===== src/rtl/regfile_sequencer.sv =====
// regfile_sequencer: read/exec/write sequencer driving an 8x8 register file.
// Define SEQ_STATUS_FLAGS_EN to build the zero/carry status flag registers.
module regfile_sequencer #(
  parameter int DW = 8,
  parameter int AW = 3
) (
  input  logic          clk,
  input  logic          reset,
  input  logic          in_valid,
  output logic          in_ready,
  input  logic [2:0]    in_op,
  input  logic [AW-1:0] in_rd,
  input  logic [AW-1:0] in_rs1,
  input  logic [AW-1:0] in_rs2,
  input  logic [DW-1:0] in_imm,
  output logic          rf_r1,
  output logic          rf_r2,
  output logic [AW-1:0] rf_r1p,
  output logic [AW-1:0] rf_r2p,
  output logic          rf_w,
  output logic [AW-1:0] rf_wp,
  output logic [DW-1:0] rf_ip,
  input  logic [DW-1:0] rf_op1,
  input  logic [DW-1:0] rf_op2,
  output logic          done,
  output logic [DW-1:0] result,
  output logic          zero,
  output logic          carry
);

  localparam logic [2:0] OP_ADD = 3'd0;
  localparam logic [2:0] OP_SUB = 3'd1;
  localparam logic [2:0] OP_AND = 3'd2;
  localparam logic [2:0] OP_OR  = 3'd3;
  localparam logic [2:0] OP_XOR = 3'd4;
  localparam logic [2:0] OP_LDI = 3'd5;
  localparam logic [2:0] OP_MOV = 3'd6;
  localparam logic [2:0] OP_NOP = 3'd7;

  typedef enum logic [1:0] {
    S_IDLE,
    S_READ,
    S_EXEC,
    S_WRITE
  } state_t;

  state_t        r_state;
  state_t        w_next;
  logic [2:0]    r_op;
  logic [AW-1:0] r_r1p;
  logic [AW-1:0] r_r2p;
  logic [AW-1:0] r_wp;
  logic [DW-1:0] r_ip;
  logic [DW-1:0] r_result;
  logic          r_done;
  logic          w_alu_in;
  logic          w_rd_in;
  logic          w_alu;
  logic          w_nop;
  logic          w_acc;
  logic [DW-1:0] w_res;

  assign w_alu_in = (in_op < OP_LDI);
  assign w_rd_in  = w_alu_in || (in_op == OP_MOV);
  assign w_alu    = (r_op < OP_LDI);
  assign w_nop    = (r_op == OP_NOP);
  assign w_acc    = (r_state == S_IDLE) && in_valid;

  assign rf_r1p = r_r1p;
  assign rf_r2p = r_r2p;
  assign rf_wp  = r_wp;
  assign rf_ip  = r_ip;
  assign done   = r_done;
  assign result = r_result;

  always_comb begin
    w_res = rf_op1;
    unique case (1'b1)
      r_op == OP_ADD: w_res = rf_op1 + rf_op2;
      r_op == OP_SUB: w_res = rf_op1 - rf_op2;
      r_op == OP_AND: w_res = rf_op1 & rf_op2;
      r_op == OP_OR:  w_res = rf_op1 | rf_op2;
      r_op == OP_XOR: w_res = rf_op1 ^ rf_op2;
      default:        w_res = rf_op1;
    endcase
  end

  always_comb begin
    w_next   = r_state;
    in_ready = 1'b0;
    rf_r1    = 1'b0;
    rf_r2    = 1'b0;
    rf_w     = 1'b0;
    unique case (r_state)
      S_IDLE: begin
        in_ready = 1'b1;
        if (in_valid)
          w_next = w_rd_in ? S_READ : S_WRITE;
      end
      S_READ: begin
        rf_r1  = 1'b1;
        rf_r2  = w_alu;
        w_next = S_EXEC;
      end
      S_EXEC: w_next = S_WRITE;
      S_WRITE: begin
        rf_w   = !w_nop;
        w_next = S_IDLE;
      end
    endcase
  end

  always_ff @(posedge clk or negedge reset) begin
    if (!reset) begin
      r_state  <= S_IDLE;
      r_op     <= '0;
      r_r1p    <= '0;
      r_r2p    <= '0;
      r_wp     <= '0;
      r_ip     <= '0;
      r_result <= '0;
      r_done   <= 1'b0;
    end else begin
      r_state <= w_next;
      r_done  <= (r_state == S_WRITE);
      // pointers load only for ops that use them, so idle ports hold
      if (w_acc) begin
        r_op <= in_op;
        if (w_rd_in)          r_r1p <= in_rs1;
        if (w_alu_in)         r_r2p <= in_rs2;
        if (in_op != OP_NOP)  r_wp  <= in_rd;
        if (in_op == OP_LDI)  r_ip  <= in_imm;
      end
      if (r_state == S_EXEC)
        r_ip <= w_res;
      if (r_state == S_WRITE && !w_nop)
        r_result <= r_ip;
    end
  end

`ifdef SEQ_STATUS_FLAGS_EN
  logic r_cy;
  logic r_zero;
  logic r_carry;
  logic w_cy;

  always_comb begin
    w_cy = 1'b0;
    if (r_op == OP_ADD)
      w_cy = (w_res < rf_op1);
    else if (r_op == OP_SUB)
      w_cy = (rf_op1 < rf_op2);
  end

  always_ff @(posedge clk or negedge reset) begin
    if (!reset) begin
      r_cy    <= 1'b0;
      r_zero  <= 1'b0;
      r_carry <= 1'b0;
    end else begin
      if (w_acc && in_op == OP_LDI)
        r_cy <= 1'b0;
      if (r_state == S_EXEC)
        r_cy <= w_cy;
      if (r_state == S_WRITE && !w_nop) begin
        r_zero  <= (r_ip == '0);
        r_carry <= r_cy;
      end
    end
  end

  assign zero  = r_zero;
  assign carry = r_carry;
`else
  assign zero  = 1'b0;
  assign carry = 1'b0;
`endif

endmodule


===== config.mk =====
export PLATFORM = sky130hd
export DESIGN_NAME = regfile_sequencer
export DESIGN_NICKNAME = d
export VERILOG_FILES = /design/src/rtl/regfile_sequencer.sv
export SDC_FILE = /design/constraint.sdc
export NUM_CORES = 1
export LEC_CHECK = 0
export ABC_CLOCK_PERIOD_IN_PS = 2500
export BUFFER_PORTS_ARGS = -buffer_cell sky130_fd_sc_hd__buf_2
export CORE_ASPECT_RATIO = 1.75
export CORE_UTILIZATION = 47
export DETAILED_ROUTE_END_ITERATION = 6
export PLACE_DENSITY = 0.76
export REMOVE_ABC_BUFFERS = 1
export SETUP_SLACK_MARGIN = 0.3
export SYNTH_ARGS = -nofsm -noshare
export SYNTH_HDL_FRONTEND = slang
export SYNTH_SLANG_ARGS = --single-unit

===== constraint.sdc =====
create_clock -name clk -period 2.5 [get_ports clk]
set_clock_uncertainty 0.15 [all_clocks]
set_input_delay 0.25 -clock clk [delete_from_list [all_inputs] [get_ports clk]]
set_output_delay 0.25 -clock clk [all_outputs]
set_load 0.01 [all_outputs]

# == Word-level counts from Yosys, hierarchy flattened ==
# Index checks and enable logic that the tools add are counted.
# totals
word_cells,50
ff_bits,31
# classes
reduce_logical,12
n_lt_le_gt_ge,2
muxes,11
addsub,2
bitwise_logic,3
eq_ne,12
# ops
operator,n
one-hot mux 8 bit (5 select lines),1
two-way mux 8 bit,3
equality test 3 bit (second input constant),4
adder 8 bit,1
AND 8 bit,1
bitwise OR 8 bit,1
one-hot mux 2 bit (4 select lines),1
AND reduction 2 bit,4
subtractor 8 bit,1
bitwise XOR 8 bit,1
equality test 3 x 2 -> 1 bit (second input constant),2
< comparator 3 bit (second input constant),2
equality test 2 bit (second input constant),2
two-way mux 1 bit,4
two-way mux 2 bit,2
nonzero test 2 bit,2
equality test 3 x 1 -> 1 bit (second input constant),1
logical NOT 3 bit,1
inequality test 3 bit (second input constant),1
equality test 2 x 1 -> 1 bit (second input constant),1
logical AND 1 bit,2
logical NOT 2 bit,1
inequality test 2 bit (second input constant),1
logical NOT 1 bit,1
logical OR 1 bit,1

# == Longest topological paths before layout ==
# Gate-level depths: netlist of run 1.
# depth
depth_word,5
depth_mapped,13

# == Worst setup path before layout of run 1 ==
# OpenSTA, ideal clock, no wires.
# synth_timing
path_type,reg-to-reg
startpoint,register r_op[1]
endpoint,"register r_ip[6], in the netlist rf_ip[6]"
required_time_ns,2.267
synth_period_minus_slack_ns,2.504
arrival_time_ns,2.271
slack_ns,-0.004
setup_time_ns,0.083
path_stages_with_launch,13
cell_sequence,dfrtp_1 > buf_2 > nor2_4 > and2_1 > buf_4 > mux2_2 > fa_1 > nor2b_1 > o21ai_0 > nand2b_1 > a31oi_1 > xor2_1 > o21ai_0
# synth_via
elab_chain_cells,3
word_cells_on_any_way,7
cone_classes,eq/ne: 4; mux: 2; reduce/logical: 1
# synth_lines
item,line,rtl
from (decl),49,logic [2:0] r_op;
from (signal assigned),128,r_op <= in_op;
equality test 3 bit (tied with other cells),83,r_op == OP_XOR: w_res = rf_op1 ^ rf_op2;
one-hot mux 8 bit (5 select lines) (*),78,unique case (1'b1)
two-way mux 8 bit (*),134,if (r_state == S_EXEC)
to (signal assigned),132,if (in_op == OP_LDI) r_ip <= in_imm;
to (signal assigned),135,r_ip <= w_res;
to (decl),53,logic [DW-1:0] r_ip;
# Mark *: on every way between the ends. The rest lies on a longest branch, timed or not.
# A chain may end at the register's enable or synchronous reset.

# == Final worst setup path of run 1 ==
# layout_timing
startpoint,register r_op[1]
endpoint,"register r_ip[7], in the netlist rf_ip[7]"
# Same word-level chain as after synthesis.

==> flow_summary.json, run 1 <==
{
  "path_class": "register to register",
  "drive_gt1_share_pct": 38.19,
  "clk_latency_ps": 270,
  "drtPass1Iterations": 4,
  "clockRootBuffer": "clkbuf_8",
  "initial_utilization_pct": 48.30,
  "path_clk_slew_ps": 60,
  "r2r-end": "rf_ip[7]",
  "wl_met2_mm": 3.244,
  "finalSetupViolCount": 0,
  "cp-end-kind": "register",
  "via_count": 2154,
  "ys_types": 40,
  "fp-row-count": 34,
  "min_to": "rf_wp[1]",
  "synthSimpleGateAreaFrac_pct": 13.49,
  "grt_setup_unrepaired": "true",
  "r2r_start": "r_op[1]",
  "regToRegSetupSlack_ps": 140,
  "antenna_found_initial": 0,
  "synth_top_family_by_area": "compound AO/OA/AOI/OAI gates",
  "drt-vias-per-instance": 5.426,
  "highest_layer": "met4",
  "grt_start_max_net_pins": 32,
  "post-route-min-period_ps": 2356,
  "first_iter_violations": 43,
  "synth_common_cells": "nand2_1, dfrtp_1, ha_1",
  "core-area_um2": 4935,
  "critPathLaunch": "r_op[1]",
  "design_area_um2": 3062,
  "route.met3.wl_um": 161,
  "hold_viol": 0,
  "synthDominantCellAreaShare_pct": 32.55,
  "hold_depth": 2,
  "ys.flop_type": "dfrtp_1",
  "route.detailed.drc": 0,
  "htreeDepth": 2,
  "dieArea_um2": 5371,
  "slew_headroom_pct": 55.04,
  "overflow": 0,
  "synth_seq_cells": 31,
  "cts_tree": "built",
  "postSynthCellCount": 261,
  "critPathTopFamily": "compound AO/OA/AOI/OAI gates",
  "die_y_um": 96.21,
  "cts_sinks": 31,
  "fin_crit_sh_pct": 94.24,
  "clk_path_buf_depth": 2,
  "p_leak_nw": 1.555,
  "dpl-instance-area_um2": 2781,
  "cp_num_buf_inv": 1,
  "muxShareOfSynthArea_pct": 10.45,
  "min_from": "in_rd[1]",
  "cp_slowest_stage_delay_ps": 410,
  "status": "finished clean",
  "vdd_ir_drop_max_uv": 944.4,
  "nets": 412,
  "yosysMostFrequentCell": "nand2_1",
  "cp_max_fo": 5,
  "wire_per_inst_um": 14.12,
  "hpwlAfterDp_mm": 4.106,
  "critPathArrivalTime_ps": 2360,
  "gp_congestion": 0.9823,
  "area.growth.synth_to_final_pct": 28.45,
  "drt-met1-wl_mm": 2.103,
  "ant_nets": 0,
  "cap_violations": 0,
  "cts_buffers": 5,
  "critPathSlowestCell": "dfrtp_1",
  "required_ps": 2510,
  "async_flop_share_pct": 100.0,
  "worst_slew_pin_slew_ps": 674.4,
  "worst-r2r-cell-count": 12,
  "grt_pass1_vias": 2056,
  "grt_use_total_pct": 20.67,
  "cp-start-kind": "register",
  "grt_pass1_wl_mm": 8.818,
  "synth.area.top_cells": "dfrtp_1, ha_1, mux2_2, nand2_1, o21ai_0",
  "n_fill_cell": 417,
  "avgSynthCellArea_um2": 9.132,
  "synth_xor_area_share_pct": 4.042,
  "synth_fa_ha_area_share_pct": 15.54,
  "netlist_area_um2": 2384,
  "report.final.slew_viol_count": 0,
  "pwr_density_cell_nw_per_um2": 1142,
  "yosys_warnings": 0,
  "synth_enable_flop_cells": 0,
  "critPathMostFrequentCell": "nor2_4",
  "hold_class": "input pin to register",
  "max_clock_freq_ghz": 0.4245,
  "antenna_cells": 0,
  "die_w_um": 55.83,
  "cp_cell_sequence": "nor2_4 > and2_4 > buf_6 > nor2_4 > xnor2_2 > ha_1 > o21ai_2 > a21oi_2 > a41oi_2 > nand2_1 > xnor2_1 > o21ai_1",
  "hold-worst-slack_ps": 61.00,
  "yosysSeqAreaShare_pct": 32.55,
  "synth_compound_area_share_pct": 16.75,
  "io_pins": 71,
  "io_buffers": 68,
  "pre_cts_slack_ps": 42.49,
  "yosys.area.top_type": "dfrtp_1",
  "fin_ws_ps": 144.1,
  "routed_wl_mm": 5.605
}
[cells in the final DEF, fill, tap and decap left out, drive strengths merged, types with 3 or more instances in the layout]
cell | netlist | final
o211ai | 3 | 3
clkbuf | 2 | 6
ha | 28 | 28
mux2 | 15 | 15
inv | 20 | 20
o22ai | 5 | 5
xor2 | 3 | 3
mux2i | 8 | 8
a31oi | 3 | 3
nor2b | 4 | 4
nand2 | 35 | 35
a21oi | 13 | 13
a211oi | 3 | 3
dfrtp | 31 | 31
nand3 | 5 | 5
nor2 | 16 | 16
buf | 11 | 87
o21a | 5 | 5
xnor2 | 8 | 8
nand2b | 4 | 4
o21ai | 20 | 20
[layer usage]
layer	global-route usage (%)	vias up
met1	21.39	1037
met2	40.76	51
met4	10.16	0
li1	-	1059
met3	2.285	7
met5	0	-
[stage by stage]
step                      total power [mW]  TNS [ps]  instances  utilization (%)
after global routing                 3.790         0        397            62.04
after CTS                            3.269         0        391            59.20
final                                3.496         0        397            62.04
after global placement               2.775         0        381            56.36
after floorplan                      2.161    -702.9        249                -
after detailed placement             2.832         0        381            56.36
[registers in the layout (all words and copies together), names as in the netlist]
register	count
r_state	2
rf_r2p	3
rf_r1p	3
result	8
rf_wp	3
r_op	3
rf_ip	8
done	1
[what timing repair did]
action / 4_1_cts / 5_1_grt
endpoints found under the setup margin: 6 / 7
hold buffers: 1 / 0
gates resized for setup: 12 / 20
pin swaps: 10 / 15
buffers inserted: 3 / 6
endpoints found under the hold margin: 31 / 0
[layout make-up]
class / instances / area [um2] / area share (%)
clock buffer: 6 / 72.57 / 2.370
timing repair buffer: 88 / 496.7 / 16.22
tap: 54 / 67.56 / 2.207
inverter: 21 / 78.83 / 2.575
sequential: 31 / 775.7 / 25.34
multi-input combinational: 197 / 1570 / 51.29
[report_power, final]
group,switching (mW),internal [mW],leakage [nW]
Clock,0.159,0.185,0.0371
Sequential,0.149,0.755,0.377
Combinational,1.20,1.05,1.14
[worst max-delay path by stage]
| stage | to | depth (start not counted) |
|---|---|---|
| 6_report | rf_ip[7] | 12 |
| 5_1_grt | rf_ip[3] | 11 |
| 4_1_cts | rf_ip[4] | 12 |
| 3_5_place_dp | rf_ip[3] | 11 |
| 3_3_place_gp | rf_ip[6] | 12 |
| 2_1_floorplan | rf_ip[6] | 9 |
[cell families after synthesis]
family          after synthesis
simple gates                 69
compound gates               63
buf+inv                      34
flops                        31
fa+ha+maj                    29
mux                          23
xor+xnor                     11
other cells                   1
(Power assumes the default switching activity.)
==> run 2, diff against run 1 <==
--- a/config.mk
+++ b/config.mk
@@ -12,7 +12,7 @@
 export DETAILED_ROUTE_END_ITERATION = 6
 export PLACE_DENSITY = 0.76
 export REMOVE_ABC_BUFFERS = 1
-export SETUP_SLACK_MARGIN = 0.3
+export SETUP_SLACK_MARGIN = 0.02
 export SYNTH_ARGS = -nofsm -noshare
 export SYNTH_HDL_FRONTEND = slang
 export SYNTH_SLANG_ARGS = --single-unit
==> run 2 against run 1 <==
  * Die area did not move
  * Critical path depth did not move
  * Largest power group unchanged
  * Combinational power fell by 12%
  * Setup slack got worse by 37 ps
==> flow_summary.json, run 2 (synthesized netlist as in run 1, its figures left out) <==
{
  "status": "finished clean",
  "required_ps": 2510,
  "clockRootBuffer": "clkbuf_8",
  "die_y_um": 96.21,
  "grt_start_max_net_pins": 32,
  "cp_max_fo": 6,
  "report.final.slew_viol_count": 0,
  "cts_sinks": 31,
  "grt_pass1_wl_mm": 8.583,
  "gp_congestion": 0.9823,
  "min_to": "rf_wp[1]",
  "hold_class": "input pin to register",
  "clk_latency_ps": 270,
  "regToRegSetupSlack_ps": 110,
  "grt_use_total_pct": 20.04,
  "dpl-instance-area_um2": 2781,
  "path_clk_slew_ps": 60,
  "fin_setup_tns_ps": 0,
  "path_class": "register to register",
  "clk_path_buf_depth": 2,
  "cp-start-kind": "register",
  "drtPass1Iterations": 4,
  "n_fill_cell": 445,
  "overflow": 0,
  "fin_crit_sh_pct": 95.72,
  "finalSetupViolCount": 0,
  "min_from": "in_rd[1]",
  "htreeDepth": 2,
  "final_common_cell": "buf_2",
  "first_iter_violations": 46,
  "nets": 405,
  "die_w_um": 55.83,
  "dp.cells": 381,
  "vdd_ir_drop_max_uv": 899.8,
  "via_count": 2092,
  "io_buffers": 68,
  "cts_tree": "built",
  "worst-r2r-cell-count": 12,
  "post-route-min-period_ps": 2393,
  "design_area_um2": 2902,
  "drive_gt1_share_pct": 32.74,
  "route.detailed.drc": 0,
  "final_cell_mix": "buf_2, nand2_1, dfrtp_1",
  "r2r-end": "rf_ip[7]",
  "max_clock_freq_ghz": 0.4179,
  "antenna_found_initial": 0,
  "r2r_start": "r_op[2]",
  "cp-end-kind": "register",
  "dieArea_um2": 5371,
  "area.growth.synth_to_final_pct": 21.73,
  "antenna_cells": 0,
  "worst_slew_pin_slew_ps": 669.7,
  "hold_viol": 0,
  "cap_violations": 0,
  "slew_headroom_pct": 55.35,
  "fp-row-count": 34,
  "cts_buffers": 5,
  "hpwlAfterDp_mm": 4.106,
  "hold-worst-slack_ps": 60.02,
  "core-area_um2": 4935,
  "grt_setup_unrepaired": "true",
  "layout.cells.non_filler": 390,
  "pwr_density_cell_nw_per_um2": 1117,
  "wire_per_inst_um": 13.47,
  "hold_depth": 2,
  "p_leak_nw": 1.485,
  "ant_nets": 0,
  "grt_pass1_vias": 2028,
  "initial_utilization_pct": 48.30,
  "io_pins": 71,
  "critPathArrivalTime_ps": 2400,
  "drt-vias-per-instance": 5.364,
  "routed_wl_mm": 5.253
}
run 2: metrics by stage:
stage	setup slack [ps]	util (%)	total power, mW
floorplan	-204.5	-	2.161
global placement	59.84	56.36	2.775
detailed placement	42.49	56.36	2.832
CTS	21.55	58.04	3.183
global route	-11.03	58.80	3.537
finish	106.9	58.80	3.240
run 2: per-layer routing:
layer,part of all wire (%),track usage [%],vias to the layer above
met5,0,0,-
met1,37,20.37,981
met4,3.1,10.16,0
li1,-,-,1042
met3,3.4,2.285,12
met2,56,39.76,57
run 2: cell type report:
type                    instances  area, um2  share of cell area (%)
well taps                      54      67.56                   2.329
inverters                      21      78.83                   2.717
flip-flops and latches         31      775.7                   26.74
clock buffers                   6      72.57                   2.501
repair buffers                 81      444.2                   15.31
multi-input cells             197       1463                   50.41
run 2: how the worst max path moves through the flow:
stage	start	endpoint	slack (ps)	cells after the start
final	r_op[2]	rf_ip[7]	110	12
after global routing	r_op[2]	rf_ip[4]	-10	10
after CTS	r_op[1]	rf_ip[3]	20	11
after detailed placement	r_op[1]	rf_ip[3]	40	11
after global placement	r_op[1]	rf_ip[6]	60	12
after floorplan	r_op[0]	rf_ip[6]	-200	9
run 2: where the power goes:
group          switching [mW]  internal [mW]
registers               0.148          0.755
clock network           0.161          0.185
logic                    1.08          0.914
run 2: worst max-delay path, cell delays in order (launching register included):
cell	delay, ps
dfrtp_1	410
nor2_4	130
and2_4	160
buf_6	110
nor2_1	50
xnor2_1	130
ha_1	330
o21ai_1	210
a21oi_2	70
a41oi_1	210
nand2_1	90
xnor2_1	160
o21ai_1	80
run 2: repair_timing:
action / 4_1_cts / 5_1_grt
resized for setup: 0 / 11
setup endpoints to repair: 0 / 6
hold endpoints to repair: 31 / 0
setup buffers: 0 / 2
hold buffers: 1 / 0
